===== config.mk =====
export PLATFORM = sky130hd
export DESIGN_NAME = html_stream_controller_flat
export DESIGN_NICKNAME = d
export VERILOG_FILES = /design/src/rtl/html_stream_controller_pkg.sv /design/src/rtl/html_stream_controller_if.sv /design/src/rtl/html_stream_controller_fifo.sv /design/src/rtl/html_stream_controller.sv /design/src/flat_wrapper.sv
export SDC_FILE = /design/constraint.sdc
export NUM_CORES = 1
export LEC_CHECK = 0
export ABC_AREA = 1
export CORE_UTILIZATION = 55
export CTS_BUF_LIST = sky130_fd_sc_hd__clkbuf_4 sky130_fd_sc_hd__clkbuf_8 sky130_fd_sc_hd__clkbuf_16
export CTS_CLUSTER_DIAMETER = 30
export DETAILED_ROUTE_END_ITERATION = 8
export HOLD_SLACK_MARGIN = 0.02
export PLACE_DENSITY_LB_ADDON = 0.05
export SLEW_MARGIN = 15
export SYNTH_ARGS = -nofsm -noshare
export SYNTH_HDL_FRONTEND = slang
export SYNTH_SLANG_ARGS = --single-unit

===== constraint.sdc =====
create_clock -name i_clock -period 5.8 [get_ports i_clock]
set_clock_uncertainty 0.2 [all_clocks]
set_input_delay 1.16 -clock i_clock [delete_from_list [all_inputs] [get_ports i_clock]]
set_output_delay 1.16 -clock i_clock [all_outputs]
set_load 0.03 [all_outputs]

===== src/rtl/html_stream_controller_pkg.sv =====
// Shared constants and state encoding for the HTML character stream controller.
package html_stream_controller_pkg;

    localparam int unsigned CHAR_BITS = 8;

    localparam logic [CHAR_BITS-1:0] NEWLINE = 8'h0A;
    localparam logic [CHAR_BITS-1:0] NUL     = 8'h00;

    typedef enum logic [1:0] {
        ST_IDLE  = 2'd0,
        ST_RUN   = 2'd1,
        ST_DRAIN = 2'd2,
        ST_DONE  = 2'd3
    } state_t;

endpackage


===== src/rtl/html_stream_controller_if.sv =====
// Reader request/response link plus the positioned character output stream.
interface html_stream_controller_if
    import html_stream_controller_pkg::*;
#(
    parameter int unsigned CHAR_WIDTH = CHAR_BITS,
    parameter int unsigned POS_WIDTH  = 16
);

    logic                  rd_rewind;
    logic                  rd_req;
    logic                  rd_valid;
    logic [CHAR_WIDTH-1:0] rd_char;
    logic                  rd_eof;

    logic                  out_valid;
    logic                  out_ready;
    logic [CHAR_WIDTH-1:0] out_char;
    logic                  out_last;
    logic [POS_WIDTH-1:0]  out_line;
    logic [POS_WIDTH-1:0]  out_col;

    modport master (
        output rd_rewind, rd_req,
        input  rd_valid, rd_char, rd_eof,
        output out_valid, out_char, out_last, out_line, out_col,
        input  out_ready
    );

    modport slave (
        input  rd_rewind, rd_req,
        output rd_valid, rd_char, rd_eof,
        input  out_valid, out_char, out_last, out_line, out_col,
        output out_ready
    );

endinterface


===== src/rtl/html_stream_controller_fifo.sv =====
// Small synchronous FIFO; the producer's credit scheme keeps it from overflowing.
module stream_fifo #(
    parameter int unsigned WIDTH = 41,
    parameter int unsigned DEPTH = 4
) (
    input  logic                   i_clk,
    input  logic                   i_rst,
    input  logic                   i_push,
    input  logic [WIDTH-1:0]       i_push_data,
    input  logic                   i_pop,
    output logic [$clog2(DEPTH):0] o_count,
    output logic [WIDTH-1:0]       o_head
);

    localparam int unsigned AW = $clog2(DEPTH);

    logic [WIDTH-1:0] r_mem [DEPTH];
    logic [AW-1:0]    r_wr_ptr;
    logic [AW-1:0]    r_rd_ptr;
    logic [AW:0]      r_count;

    always_ff @(posedge i_clk) begin
        if (i_push) begin
            r_mem[r_wr_ptr] <= i_push_data;
        end
    end

    always_ff @(posedge i_clk) begin
        if (i_rst) begin
            r_wr_ptr <= '0;
            r_rd_ptr <= '0;
            r_count  <= '0;
        end else begin
            if (i_push) begin
                r_wr_ptr <= r_wr_ptr + 1'b1;
            end
            if (i_pop) begin
                r_rd_ptr <= r_rd_ptr + 1'b1;
            end
            case ({i_push, i_pop})
                2'b10:   r_count <= r_count + 1'b1;
                2'b01:   r_count <= r_count - 1'b1;
                default: r_count <= r_count;
            endcase
        end
    end

    // Head is forced to zero when empty so the stream outputs read 0 after reset.
    assign o_head  = (r_count != '0) ? r_mem[r_rd_ptr] : '0;
    assign o_count = r_count;

endmodule


===== src/rtl/html_stream_controller.sv =====
// Sequences reader requests, tags characters with line/column and emits a NUL end beat.
module html_stream_controller
    import html_stream_controller_pkg::*;
#(
    parameter int unsigned CHAR_WIDTH = CHAR_BITS,
    parameter int unsigned FIFO_DEPTH = 4,
    parameter int unsigned POS_WIDTH  = 16
) (
    input  logic i_clock,
    input  logic i_reset,
    input  logic i_start,
    output logic o_busy,
    output logic o_done,
    html_stream_controller_if.master bus
);

    localparam int unsigned ENTRY_W = 1 + CHAR_WIDTH + 2 * POS_WIDTH;
    localparam int unsigned CW      = $clog2(FIFO_DEPTH) + 1;

    state_t r_state;
    state_t w_next_state;

    logic                 r_rewind;
    logic                 r_inflight;
    logic                 r_eof_seen;
    logic                 r_busy;
    logic                 r_done;
    logic [POS_WIDTH-1:0] r_line;
    logic [POS_WIDTH-1:0] r_col;

    logic                 w_start_ok;
    logic                 w_rd_req;
    logic                 w_accept;
    logic                 w_pop;
    logic                 w_head_last;
    logic [CW-1:0]        w_count;
    logic [CW:0]          w_used;
    logic [ENTRY_W-1:0]   w_push_data;
    logic [ENTRY_W-1:0]   w_head;

    always_comb begin
        w_start_ok  = i_start && (r_state == ST_IDLE || r_state == ST_DONE);
        w_used      = {1'b0, w_count} + {{CW{1'b0}}, r_inflight};
        w_rd_req    = (r_state == ST_RUN) && !r_rewind && !r_eof_seen
                      && (w_used < (CW+1)'(FIFO_DEPTH));
        // Responses only count while a request is outstanding and the document is open.
        w_accept    = bus.rd_valid && r_inflight && (r_state == ST_RUN) && !r_eof_seen;
        w_push_data = {bus.rd_eof, (bus.rd_eof ? CHAR_WIDTH'(NUL) : bus.rd_char), r_line, r_col};
        w_pop       = (w_count != '0) && bus.out_ready;
        w_head_last = w_head[ENTRY_W-1];
    end

    always_comb begin
        w_next_state = r_state;
        case (r_state)
            ST_IDLE:  if (w_start_ok) w_next_state = ST_RUN;
            ST_RUN:   if (w_accept && bus.rd_eof) w_next_state = ST_DRAIN;
            ST_DRAIN: if (w_pop && w_head_last) w_next_state = ST_DONE;
            ST_DONE:  if (w_start_ok) w_next_state = ST_RUN;
            default:  w_next_state = ST_IDLE;
        endcase
    end

    always_ff @(posedge i_clock) begin
        if (i_reset) begin
            r_state <= ST_IDLE;
            r_busy  <= 1'b0;
            r_done  <= 1'b0;
        end else begin
            r_state <= w_next_state;
            r_busy  <= (w_next_state == ST_RUN) || (w_next_state == ST_DRAIN);
            r_done  <= (w_next_state == ST_DONE);
        end
    end

    always_ff @(posedge i_clock) begin
        if (i_reset) begin
            r_rewind   <= 1'b0;
            r_inflight <= 1'b0;
            r_eof_seen <= 1'b0;
            r_line     <= POS_WIDTH'(1);
            r_col      <= POS_WIDTH'(1);
        end else begin
            r_rewind   <= w_start_ok;
            r_inflight <= w_rd_req;
            if (w_start_ok) begin
                r_eof_seen <= 1'b0;
                r_line     <= POS_WIDTH'(1);
                r_col      <= POS_WIDTH'(1);
            end else if (w_accept) begin
                if (bus.rd_eof) begin
                    r_eof_seen <= 1'b1;
                end else if (bus.rd_char == CHAR_WIDTH'(NEWLINE)) begin
                    r_line <= (r_line == '1) ? r_line : r_line + 1'b1;
                    r_col  <= POS_WIDTH'(1);
                end else begin
                    r_col  <= (r_col == '1) ? r_col : r_col + 1'b1;
                end
            end
        end
    end

    stream_fifo #(
        .WIDTH (ENTRY_W),
        .DEPTH (FIFO_DEPTH)
    ) u_fifo (
        .i_clk       (i_clock),
        .i_rst       (i_reset),
        .i_push      (w_accept),
        .i_push_data (w_push_data),
        .i_pop       (w_pop),
        .o_count     (w_count),
        .o_head      (w_head)
    );

    assign bus.rd_rewind = r_rewind;
    assign bus.rd_req    = w_rd_req;
    assign bus.out_valid = (w_count != '0);
    assign {bus.out_last, bus.out_char, bus.out_line, bus.out_col} = w_head;
    assign o_busy        = r_busy;
    assign o_done        = r_done;

endmodule


===== src/flat_wrapper.sv =====
// flat-port wrapper written by rule: the top's interface ports become plain ports
module html_stream_controller_flat import html_stream_controller_pkg::*;
#(
    parameter int unsigned CHAR_WIDTH = CHAR_BITS,
    parameter int unsigned FIFO_DEPTH = 4,
    parameter int unsigned POS_WIDTH  = 16
)
  (i_clock, i_reset, i_start, o_busy, o_done, bus_rd_rewind, bus_rd_req, bus_rd_valid, bus_rd_char, bus_rd_eof, bus_out_valid, bus_out_char, bus_out_last, bus_out_line, bus_out_col, bus_out_ready);
  html_stream_controller_if #(.CHAR_WIDTH(CHAR_WIDTH), .POS_WIDTH(POS_WIDTH)) bus_i ();
  input  logic i_clock;
  input  logic i_reset;
  input  logic i_start;
  output logic o_busy;
  output logic o_done;
  output wire logic [$bits(bus_i.rd_rewind)-1:0] bus_rd_rewind;
  output wire logic [$bits(bus_i.rd_req)-1:0] bus_rd_req;
  input wire logic [$bits(bus_i.rd_valid)-1:0] bus_rd_valid;
  input wire logic [$bits(bus_i.rd_char)-1:0] bus_rd_char;
  input wire logic [$bits(bus_i.rd_eof)-1:0] bus_rd_eof;
  output wire logic [$bits(bus_i.out_valid)-1:0] bus_out_valid;
  output wire logic [$bits(bus_i.out_char)-1:0] bus_out_char;
  output wire logic [$bits(bus_i.out_last)-1:0] bus_out_last;
  output wire logic [$bits(bus_i.out_line)-1:0] bus_out_line;
  output wire logic [$bits(bus_i.out_col)-1:0] bus_out_col;
  input wire logic [$bits(bus_i.out_ready)-1:0] bus_out_ready;
  assign bus_rd_rewind = bus_i.rd_rewind;
  assign bus_rd_req = bus_i.rd_req;
  assign bus_i.rd_valid = bus_rd_valid;
  assign bus_i.rd_char = bus_rd_char;
  assign bus_i.rd_eof = bus_rd_eof;
  assign bus_out_valid = bus_i.out_valid;
  assign bus_out_char = bus_i.out_char;
  assign bus_out_last = bus_i.out_last;
  assign bus_out_line = bus_i.out_line;
  assign bus_out_col = bus_i.out_col;
  assign bus_i.out_ready = bus_out_ready;
  html_stream_controller #(.CHAR_WIDTH(CHAR_WIDTH), .FIFO_DEPTH(FIFO_DEPTH), .POS_WIDTH(POS_WIDTH)) u_core (.i_clock(i_clock), .i_reset(i_reset), .i_start(i_start), .o_busy(o_busy), .o_done(o_done), .bus(bus_i));
endmodule

* After elaboration in Yosys (flattened, before gate mapping)
Memory sizes are Yosys's and may differ from the RTL's. A register that Yosys moved wholly into a read port is not among the register bits. Cells that the tools add are included.
Word-level totals: RAM bits 164, register bits after elaboration 46, memories kept 1, latch bits 0, memory bits (read-only) 0, bits of input ports 14, word-level logic and storage cells 69
Memory list:
- u_core.u_fifo.r_mem | words 4, bits a word 41, rd ports 1, clocked after memory_dff 1, write ports 1, RTL line html_stream_controller_fifo.sv:17 | logic [WIDTH-1:0] r_mem [DEPTH];
Operators by class: $mul 0, reductions and logical operators 22, div/mod/pow operators 0, bitwise logic cells 2, add/sub/neg operators 7, shift-type cells 0, equal/unequal tests 12, order comparisons 1, mux-type cells 13
Operators by type and width (number):
- 2-to-1 mux 41 bit | 1
- adder 16 x 1 -> 16 bit (second input constant) | 2
- equality test 16 bit (second input constant) | 2
- 2-to-1 mux 16 bit | 2
- equality test 2 bit (second input constant) | 5
- logical AND 1 bit | 10
- 2-to-1 mux 2 bit | 5
- equality test 8 x 4 -> 1 bit (second input constant) | 1
- 2-to-1 mux 8 bit | 1
- equality test 2 x 1 -> 1 bit (second input constant) | 3
- case mux 2 bit (3 select lines) | 1
- case mux 3 bit (2 select lines) | 1
- adder 2 x 1 -> 2 bit (second input constant) | 2
- adder 3 x 1 -> 4 bit | 1
- less-than comparator 4 x 3 -> 1 bit (second input constant) | 1
- AND reduction 4 bit | 1
- OR reduction 2 bit | 2
- adder 3 x 1 -> 3 bit (second input constant) | 1
- AND reduction 3 bit | 1
- nonzero test 3 bit | 1
- subtractor 3 x 1 -> 3 bit (second input constant) | 1
- logical NOT 1 bit | 2
- logical NOT 2 bit | 1
- logical OR 1 bit | 2
- other kinds (5) | 7

* Depth between registers and ports, before layout
Gate-level depths: netlist of run 1.
depth after elaboration 8, gate-level depth with buffers 12, mapped depth without buffers 12

* Cells and area by module
From an unflattened synthesis of run 1, not the netlist that was laid out.
Second synthesis, totals: cell total of the unflattened synthesis 961, area total of the unflattened synthesis 9293.9 um^2
By module, submodules not included:
- stream_fifo | cells each 580, area an instance 6880.3 um^2, times used 1, seq. area each 5104.9 um^2
- html_stream_controller | cells each 381, area an instance 2413.6 um^2, times used 1, seq. area each 780.7 um^2

* Least setup slack after synthesis of run 1
OpenSTA, ideal clock, no wires.
path kind input -> register, start point input port bus_rd_valid, end point memory u_core.u_fifo.r_mem[0][0], enable pin, setup time 0.440 ns, buffers on the path 0, stages 2, setup slack 2.100 ns, arrival 3.060 ns, path through nand3_2 -> nor2_1
On the way: longest elaborated chain between the ends 5
RTL lines:
- from (decl) | RTL line flat_wrapper.sv:17 | input wire logic [$bits(bus_i.rd_valid)-1:0] bus_rd_valid;
- logical AND 1 bit (3 in series) | RTL line html_stream_controller.sv:47 | w_accept = bus.rd_valid && r_inflight && (r_state == ST_RUN) && !r_eof_seen;
- 2-to-1 mux 1 bit | RTL line html_stream_controller_fifo.sv:23 | if (i_push) begin
- 2-to-1 mux 1 bit (not written as such) | RTL line html_stream_controller_fifo.sv:24 | r_mem[r_wr_ptr] <= i_push_data;
- to (decl) | RTL line html_stream_controller_fifo.sv:17
No other way between the ends.

==> results of run 1 <==
[layer usage]
metal	up-vias	wire length, um	track usage (%)
met5	-	0	0
met3	32	988	4.591
li1	3322	-	-
met1	3177	9085	32.03
met2	157	10040	41.48
met4	0	360	7.687
[power by group through the flow]
stage | Combinational, mW | Clock [mW] | Sequential [mW]
6_report | 0.622 | 2.31 | 1.65
5_1_grt | 0.679 | 2.40 | 1.65
4_1_cts | 0.626 | 2.33 | 1.65
3_5_place_dp | 0.622 | 0 | 1.67
3_3_place_gp | 0.614 | 0 | 1.67
2_1_floorplan | 0.396 | 0 | 1.67
[stage by stage]
stage          util, %  power, mW
6_report         69.12      4.577
5_1_grt          69.12      4.725
4_1_cts          69.12      4.606
3_5_place_dp     60.88      2.296
3_3_place_gp     60.88      2.288
2_1_floorplan        -      2.069
[synth_stat cells, types with 8 or more instances]
master / count / area, um2
nor2_1: 257 / 964.7
edfxtp_1: 164 / 4925
nand2_1: 127 / 476.7
o21ai_0: 79 / 395.4
inv_1: 69 / 259.0
a21oi_1: 67 / 335.3
dfxtp_1: 48 / 960.9
clkbuf_1: 26 / 97.59
nand3_1: 20 / 100.1
ha_1: 11 / 137.6
o21ai_1: 11 / 55.05
xor2_1: 10 / 87.58
buf_1: 8 / 30.03
[cells by family after synthesis]
kind of cell	share of synthesized area, %
flip-flops	63.67
adder cells (fa/ha/maj)	1.705
buffers and inverters	4.873
AO/OA/AOI/OAI	9.624
XOR/XNOR	1.421
AND/OR/NAND/NOR	18.71
[sequential cells by signal, summed over array words and instances (netlist names), named ones only]
| name | flops |
|---|---|
| u_core.u_fifo.o_count | 3 |
| u_core.u_fifo.r_mem | 164 |
| u_core.r_line | 16 |
| u_core.u_fifo.r_rd_ptr | 2 |
| u_core.r_eof_seen | 1 |
| u_core.r_state | 2 |
| u_core.o_done | 1 |
| u_core.u_fifo.r_wr_ptr | 2 |
| u_core.r_col | 16 |
| u_core.bus.rd_rewind | 1 |
| u_core.r_inflight | 1 |
| u_core.o_busy | 1 |
[cell type report]
class	instances	area, um2
clock buffers	49	1081
clock inverters	20	280.3
fillers	1257	5102
inverters	73	274.0
multi-input cells	627	2944
flip-flops and latches	212	5887
well taps	220	275.3
repair buffers	71	680.7
[how the worst min path moves through the flow]
| stage | from | end | cells past startpoint |
|---|---|---|---|
| after global routing | u_core.r_eof_seen | u_core.r_eof_seen | 2 |
| after detailed placement | u_core.u_fifo.o_count[0] | u_core.u_fifo.o_count[0] | 2 |
| after floorplan | u_core.u_fifo.o_count[0] | u_core.u_fifo.o_count[0] | 2 |
| after global placement | u_core.u_fifo.o_count[0] | u_core.u_fifo.o_count[0] | 2 |
| after CTS | u_core.u_fifo.o_count[0] | u_core.u_fifo.o_count[0] | 2 |
| final | u_core.u_fifo.r_wr_ptr[0] | u_core.u_fifo.r_wr_ptr[0] | 2 |
[worst reg2reg max path, cell delays in order, from the launching register on]
cell	delay, ns
dfxtp_1	0.34
nor3_4	0.94
buf_4	0.37
nor2_1	0.15
ha_1	0.20
inv_1	0.09
fa_1	0.41
a211oi_1	0.23
==> qor.csv, run 1 <==
stage,metric,value,unit
power_and_ir_drop,switching_share,25.12,%
cts,clkSinkCount,212,
placement,place.gp.congestion,0.8725,
cts,clk_latency,0.50,ns
worst_setup_path,cp.buffers_inverters,3,
die,num_io_pins,60,
placement,dp.cells,1203,
worst_setup_path,r2r_cells,7,
worst_setup_path,cp.arrival,2.91,ns
placement,dp_hpwl,11890,um
drt,wirelength,20470,um
timing,setup_slack,1.535,ns
cts,clk_pin_slew,0.05,ns
drt,drt_first_iter_violations,473,
worst_setup_path,end_kind,primary output,
die,core,16520,um2
placement,place_area,10060,um2
power_and_ir_drop,seq_power_share,36.0,%
placement,place_ws,2.049,ns
worst_setup_path,r2r_end,u_core.u_fifo.o_count[1],
outcome,outcome,completed,
drt,ant_nets,0,
timing,fmax,0.2344,GHz
layout,most-common-layout-cells,"253 x nor2_1, 164 x edfxtp_1, 127 x nand2_1, 79 x o21ai_0, 69 x inv_1",
grt,grt-ovfl-total,0,
worst_setup_path,critPathSlowestCell,clkdlybuf4s50_1,
worst_setup_path,ff2ff_setup_slack,2.78,ns
synthesis,syn_area,9244,um2
synthesis,syn_area_per_cell,9.720,um2
worst_setup_path,max_stage_delay,0.69,ns
drt,vias_per_cell,5.258,
power_and_ir_drop,p_per_area,400.7,nW/um2
timing,setup_violations,0,
timing,min_period_over_period,73.54,%
timing,tightestPinTransition,1.142,ns
grt,grt_pass1_vias,6454,
timing,rsz0062_at_grt,no,
die,initial_core_util,55.94,%
power_and_ir_drop,combPwrFrac,13.6,%
worst_setup_path,worstPathRequired,4.44,ns
layout,fin_cells,1272,
worst_hold_path,hp-class,register to register,
cts,cts_buffers,38,
worst_setup_path,critPathCapture,bus_out_col[10],
layout,nets,1049,
synthesis,yosys_register_bits,212,
drt,dr.pass1.iters,5,
cts,ctsHoldBuffers,0,
layout,final_area,11420,um2
timing,hold_viol,0,
drt,num_vias,6688,
power_and_ir_drop,ir_drop,269.4,uV
job,max_cap_violations,0,
worst_setup_path,crit_family,buffers and inverters,
worst_setup_path,critical_path_class,register to primary output,
worst_setup_path,crit_chain,"inv_2, buf_4, o21ai_0, a21oi_1, clkdlybuf4s50_1",
grt,grt_max_degree,83,
grt,antenna_found_initial,0,
timing,timing.hold.ws,0.3121,ns
grt,grt_pass1_wl,33280,um
synthesis,async_flop_share,0,%
drt,drcViolationCount,0,
layout,num_antenna_cells,0,
synthesis,synth-main-ff-cell,edfxtp_1,
layout,drive_gt1_share,9.981,%
power_and_ir_drop,clockPowerShare,50.4,%
cts,cts_resized,0,
synthesis,synthesis.nets,977,
synthesis,synth.distinct_cells,36,
worst_setup_path,reg2reg_from,u_core.u_fifo.o_count[0],
die,die_x,131.6,um
worst_setup_path,crit_fanout,55,
timing,drv_slew,0,
power_and_ir_drop,leakagePower,4.241,nW
synthesis,seq_area_frac_synth,63.67,%
cts,h-tree-depth,2,
synthesis,synth_cells,951,
die,dieHeight,131.6,um
timing,period_needed,4.265,ns
die,die_area,17330,um2
die,row_count,47,
synthesis,ys_warn_count,0,
placement,place.port_buffers,59,
cts,root_buffer,clkbuf_16,
worst_setup_path,worstSetupStartpointType,register,
power_and_ir_drop,p_sw,1.150,mW
grt,grtUsageTotal,24.54,%
synthesis,synth_edf_count,164,
worst_setup_path,path_depth,5,
timing,slew_headroom,23.59,%
timing,finalSetupTns,0,ns
drt,routedWlPerCell,16.10,um
layout,layout_commonest_cell,nor2_1,
cts,tritoncts,built,
cts,cts_setup_buffers,0,
layout,syn2layout_area_growth,23.57,%
cts,clock_path_buffers,3,
power_and_ir_drop,p_int,3.427,mW
Note: power is estimated with default switching activity, not from simulation.
==> inputs of run 2 (changes only) <==
==> constraint.sdc (replaced) <==
create_clock -name i_clock -period 4.1 [get_ports i_clock]
set_clock_uncertainty 0.2 [all_clocks]
set_input_delay 0.82 -clock i_clock [delete_from_list [all_inputs] [get_ports i_clock]]
set_output_delay 0.82 -clock i_clock [all_outputs]
set_load 0.03 [all_outputs]
==> run 2 against run 1 <==
Global-route usage decreased by 0.30 points. Wire length decreased by 0.29%. Sequential share of layout area increased by 0.051 points.
==> qor.csv, run 2 (synthesis gave the netlist of run 1 again) <==
stage,metric,value,unit
placement,place_area,10020,um2
die,row_count,47,
timing,rsz0062_at_grt,no,
die,die_x,131.6,um
timing,setup_violations,0,
timing,slew_headroom,39.35,%
timing,min_period_over_period,85.98,%
worst_setup_path,r2r_cells,8,
cts,ctsHoldBuffers,0,
die,num_io_pins,60,
worst_hold_path,min_to,u_core.u_fifo.o_count[0],
job,max_cap_violations,0,
placement,place.port_buffers,59,
drt,dr.pass1.iters,4,
worst_setup_path,ff2ff_setup_slack,1.63,ns
cts,cts_buffers,41,
grt,grtUsageTotal,24.23,%
timing,timing.hold.ws,0.3097,ns
drt,num_vias,6668,
cts,root_buffer,clkbuf_16,
drt,drcViolationCount,0,
worst_hold_path,min_from,u_core.u_fifo.o_count[0],
drt,vias_per_cell,5.193,
drt,ant_nets,0,
placement,place.gp.congestion,0.8241,
cts,tritoncts,built,
die,die_area,17330,um2
timing,hold_viol,0,
layout,syn2layout_area_growth,23.44,%
worst_setup_path,critical_path_class,register to primary output,
worst_setup_path,r2r_end,u_core.u_fifo.o_count[1],
layout,largest-register,u_core.u_fifo.r_mem,
layout,final_area,11410,um2
power_and_ir_drop,power.total,6.463,mW
layout,largest_register_ffs,164,
layout,nets,1057,
timing,period_needed,3.525,ns
layout,most-common-layout-cells,"253 x nor2_1, 164 x edfxtp_1, 127 x nand2_1, 79 x o21ai_0, 69 x inv_1",
cts,clock_path_buffers,3,
worst_setup_path,end_kind,primary output,
worst_setup_path,path_depth,6,
worst_setup_path,cp.buffers_inverters,2,
cts,cts_setup_buffers,0,
worst_setup_path,max_stage_delay,0.71,ns
worst_setup_path,worstSetupStartpointType,register,
layout,drive_gt1_share,14.76,%
timing,tightestPinTransition,0.9098,ns
grt,grt_pass1_wl,32980,um
die,dieHeight,131.6,um
timing,drv_slew,0,
grt,grt-ovfl-total,0,
worst_setup_path,crit_fanout,82,
power_and_ir_drop,leakagePower,4.348,nW
worst_hold_path,hp-class,register to register,
drt,wirelength,20410,um
outcome,outcome,completed,
worst_setup_path,crit_chain,"buf_4, nor2_1, nor2_1, o21ai_0, a21oi_1, buf_4",
layout,fin_util,69.05,%
cts,cts_resized,0,
die,initial_core_util,55.94,%
worst_hold_path,whs_path_depth,2,
grt,grt_pass1_vias,6348,
worst_setup_path,worstPathRequired,3.08,ns
worst_setup_path,crit_family,buffers and inverters,
timing,finalSetupTns,0,ns
drt,drt_first_iter_violations,364,
grt,antenna_found_initial,0,
timing,fmax,0.2837,GHz
cts,clk_latency,0.52,ns
layout,num_antenna_cells,0,
layout,layout_commonest_cell,nor2_1,
drt,routedWlPerCell,15.90,um
grt,grt_max_degree,83,
die,core,16520,um2
power_and_ir_drop,p_per_area,566.4,nW/um2
cts,h-tree-depth,2,
cts,clkSinkCount,212,
worst_setup_path,reg2reg_from,u_core.r_state[0],
power_and_ir_drop,ir_drop,441.0,uV
placement,dp_hpwl,11880,um
layout,reg.largest.list,"u_core.u_fifo.r_mem (164), u_core.r_col (16), u_core.r_line (16)",
worst_setup_path,critPathSlowestCell,buf_4,
worst_setup_path,cp.arrival,2.51,ns
cts,clk_pin_slew,0.05,ns
## run 2: stage by stage
stage               cells  setup slack [ns]
floorplan             951            0.7400
global placement     1208             1.090
detailed placement   1208             1.059
CTS                  1284            0.5636
global route         1284            0.4332
finish               1284            0.5749
## run 2: worst max path at each step
stage | from | end | slack [ns]
floorplan | bus_rd_valid | u_core.u_fifo.r_mem[0][0] | 0.74
CTS | register | bus_out_col[9] | 0.56
global route | register | bus_out_col[9] | 0.43
finish | register | bus_out_col[9] | 0.57
global placement | bus_rd_valid | u_core.u_fifo.r_mem[3][21] | 1.09
detailed placement | bus_rd_valid | u_core.u_fifo.o_count[1] | 1.06
## run 2: power breakdown
part	leakage [nW]	internal, mW	switching (mW)
logic	1.60	0.264	0.592
clock network	0.666	2.17	1.10
registers	2.08	2.31	0.0157
## run 2: worst min-delay path, cell delays in order (launching register included)
cell,delay (ns)
dfxtp_1,0.34
nand2_1,0.07
a21oi_1,0.06
## run 2: final cells by class
type / count / area [um2]
clock buffer: 48 / 1091
inverter: 73 / 274.0
sequential: 212 / 5887
timing repair buffer: 76 / 640.6
multi-input combinational: 627 / 2944
fill: 1293 / 5114
clock inverter: 28 / 299.0
tap: 220 / 275.3
## run 2: layer usage
layer	GRT usage (%)	routed length [um]	vias to the layer above
li1	-	-	3343
met1	32.43	9282	3132
met2	39.74	9836	157
met3	4.321	905	36
met4	8.721	390	0
met5	0	0	-
==> inputs of run 3 (changes only) <==
--- a/config.mk
+++ b/config.mk
@@ -6,12 +6,13 @@
 export NUM_CORES = 1
 export LEC_CHECK = 0
 export ABC_AREA = 1
+export ABC_CLOCK_PERIOD_IN_PS = 4100
 export CORE_UTILIZATION = 55
 export CTS_BUF_LIST = sky130_fd_sc_hd__clkbuf_4 sky130_fd_sc_hd__clkbuf_8 sky130_fd_sc_hd__clkbuf_16
 export CTS_CLUSTER_DIAMETER = 30
 export DETAILED_ROUTE_END_ITERATION = 8
 export HOLD_SLACK_MARGIN = 0.02
-export PLACE_DENSITY_LB_ADDON = 0.05
+export PLACE_DENSITY = 0.75
 export SLEW_MARGIN = 15
 export SYNTH_ARGS = -nofsm -noshare
 export SYNTH_HDL_FRONTEND = slang
==> run 3 against run 2 <==
Sequential power is essentially flat. Combinational power grew 2.6%. Clock power shrank 6.1%. Fmax grew 1.0%. Critical path type unchanged. Power shrank 2.8%. Via count grew 1.5%. Worst setup slack gained 0.035 ns. Register-to-register slack lost 0.24 ns. Highest routed layer unchanged.
==> qor.csv, run 3 (synthesis gave the netlist of run 1 again) <==
stage,metric,value,unit
outcome,outcome,completed,
drt,vias_per_cell,5.315,
placement,place.port_buffers,59,
grt,grt_pass1_vias,6450,
layout,fillers,1254,
die,initial_core_util,55.94,%
cts,clk_pin_slew,0.05,ns
worst_setup_path,critical_path_class,register to primary output,
timing,period_needed,3.490,ns
timing,tightestPinTransition,0.9295,ns
grt,grt_busiest_layer,met2,
die,dieHeight,131.6,um
drt,num_vias,6766,
job,max_cap_violations,0,
drt,wirelength,20090,um
worst_setup_path,crit_chain,"buf_4, nor2_1, nor2_1, o21ai_0, a21oi_1, buf_4",
cts,cts_resized,0,
timing,min_period_over_period,85.12,%
timing,hold_viol,0,
worst_setup_path,crit_family,buffers and inverters,
power_and_ir_drop,leakagePower,4.297,nW
grt,grt-ovfl-total,0,
timing,slew_headroom,38.04,%
worst_setup_path,critPathSlowestCell,buf_4,
grt,use_met1,30.13,%
grt,grtUsageTotal,23.97,%
timing,timing.hold.ws,0.3173,ns
cts,clk_latency,0.51,ns
grt,grt_use_met3,4.205,%
timing,setup_violations,0,
cts,tritoncts,built,
layout,most-common-layout-cells,"253 x nor2_1, 164 x edfxtp_1, 127 x nand2_1, 79 x o21ai_0, 69 x inv_1",
die,num_io_pins,60,
grt,grt_pass1_wl,32650,um
timing,fmax,0.2865,GHz
layout,num_antenna_cells,0,
layout,largest_register_ffs,164,
drt,routedWlPerCell,15.78,um
grt,antenna_found_initial,0,
power_and_ir_drop,p_per_area,555.4,nW/um2
die,row_count,47,
worst_setup_path,cp.arrival,2.47,ns
layout,fin_cells,1273,
layout,nets,1050,
die,die_x,131.6,um
layout,drive_gt1_share,13.96,%
worst_setup_path,max_stage_delay,0.73,ns
placement,dp.cells,1205,
timing,drv_slew,0,
grt,grt_max_degree,83,
layout,layout_commonest_cell,nor2_1,
worst_hold_path,hp-class,register to register,
cts,cts_setup_buffers,0,
cts,root_buffer,clkbuf_16,
worst_setup_path,cp.buffers_inverters,2,
drt,drt_first_iter_violations,519,
die,die_area,17330,um2
placement,place.gp.congestion,0.8269,
cts,clock_path_buffers,3,
placement,place_area,10020,um2
worst_setup_path,end_kind,primary output,
drt,ant_nets,0,
layout,reg.largest.list,"u_core.u_fifo.r_mem (164), u_core.r_col (16), u_core.r_line (16)",
drt,dr.pass1.iters,5,
timing,finalSetupTns,0,ns
cts,ctsHoldBuffers,0,
worst_setup_path,worstPathRequired,3.08,ns
die,core,16520,um2
drt,drcViolationCount,0,
cts,h-tree-depth,2,
grt,use_met2,41.01,%
timing,rsz0062_at_grt,no,
layout,syn2layout_area_growth,22.37,%
power_and_ir_drop,ir_drop,384.8,uV
cts,cts_buffers,37,
worst_setup_path,worstSetupStartpointType,register,
cts,clkSinkCount,212,
layout,largest-register,u_core.u_fifo.r_mem,
placement,dp_hpwl,11360,um
worst_setup_path,crit_fanout,82,
layout,final_area,11310,um2
[run 3: worst register-to-register path: cells and delay by family (launching register included)]
kind	cells	cell delay, ns
compound gates	1	0.23
fa+ha+maj	2	0.63
buf+inv	2	0.49
flops	1	0.34
simple gates	2	0.76
[run 3: final cells by class]
type	count	area [um2]	area share, %
clock buffer	43	989.7	8.749
tap	220	275.3	2.433
clock inverter	25	299.0	2.644
inverter	73	274.0	2.422
multi-input combinational	627	2944	26.03
timing repair buffer	73	643.1	5.685
sequential	212	5887	52.04
[run 3: per-stage QoR]
| stage | setup slack, ns | util (%) | power (mW) |
|---|---|---|---|
| 6_report | 0.6100 | 68.46 | 6.283 |
| 5_1_grt | 0.4802 | 68.46 | 6.512 |
| 4_1_cts | 0.5773 | 68.46 | 6.324 |
| 3_5_place_dp | 0.9960 | 60.66 | 3.243 |
| 3_3_place_gp | 1.134 | 60.66 | 3.224 |
| 2_1_floorplan | 0.7400 | - | 2.927 |
[run 3: power by group]
group	switching (mW)	total [mW]	leakage [nW]	internal (mW)
Combinational	0.605	0.878	1.59	0.273
Sequential	0.0149	2.33	2.08	2.31
Clock	1.06	3.08	0.626	2.02
[run 3: path summary, 6_finish.rpt]
kind	from	endpoint	slack, ns	cells past startpoint
max	register	bus_out_col[6]	0.61	6
min	u_core.u_fifo.o_count[0]	u_core.u_fifo.o_count[0]	0.32	2
max reg2reg	u_core.u_fifo.o_count[0]	u_core.u_fifo.o_count[1]	1.39	7
min reg2reg	u_core.u_fifo.o_count[0]	u_core.u_fifo.o_count[0]	0.32	2
[run 3: routing by layer]
metal	vias to the layer above	wire length [um]
met1	3214	8675
met4	0	472
li1	3337	-
met5	-	0
met2	176	10020
met3	39	918
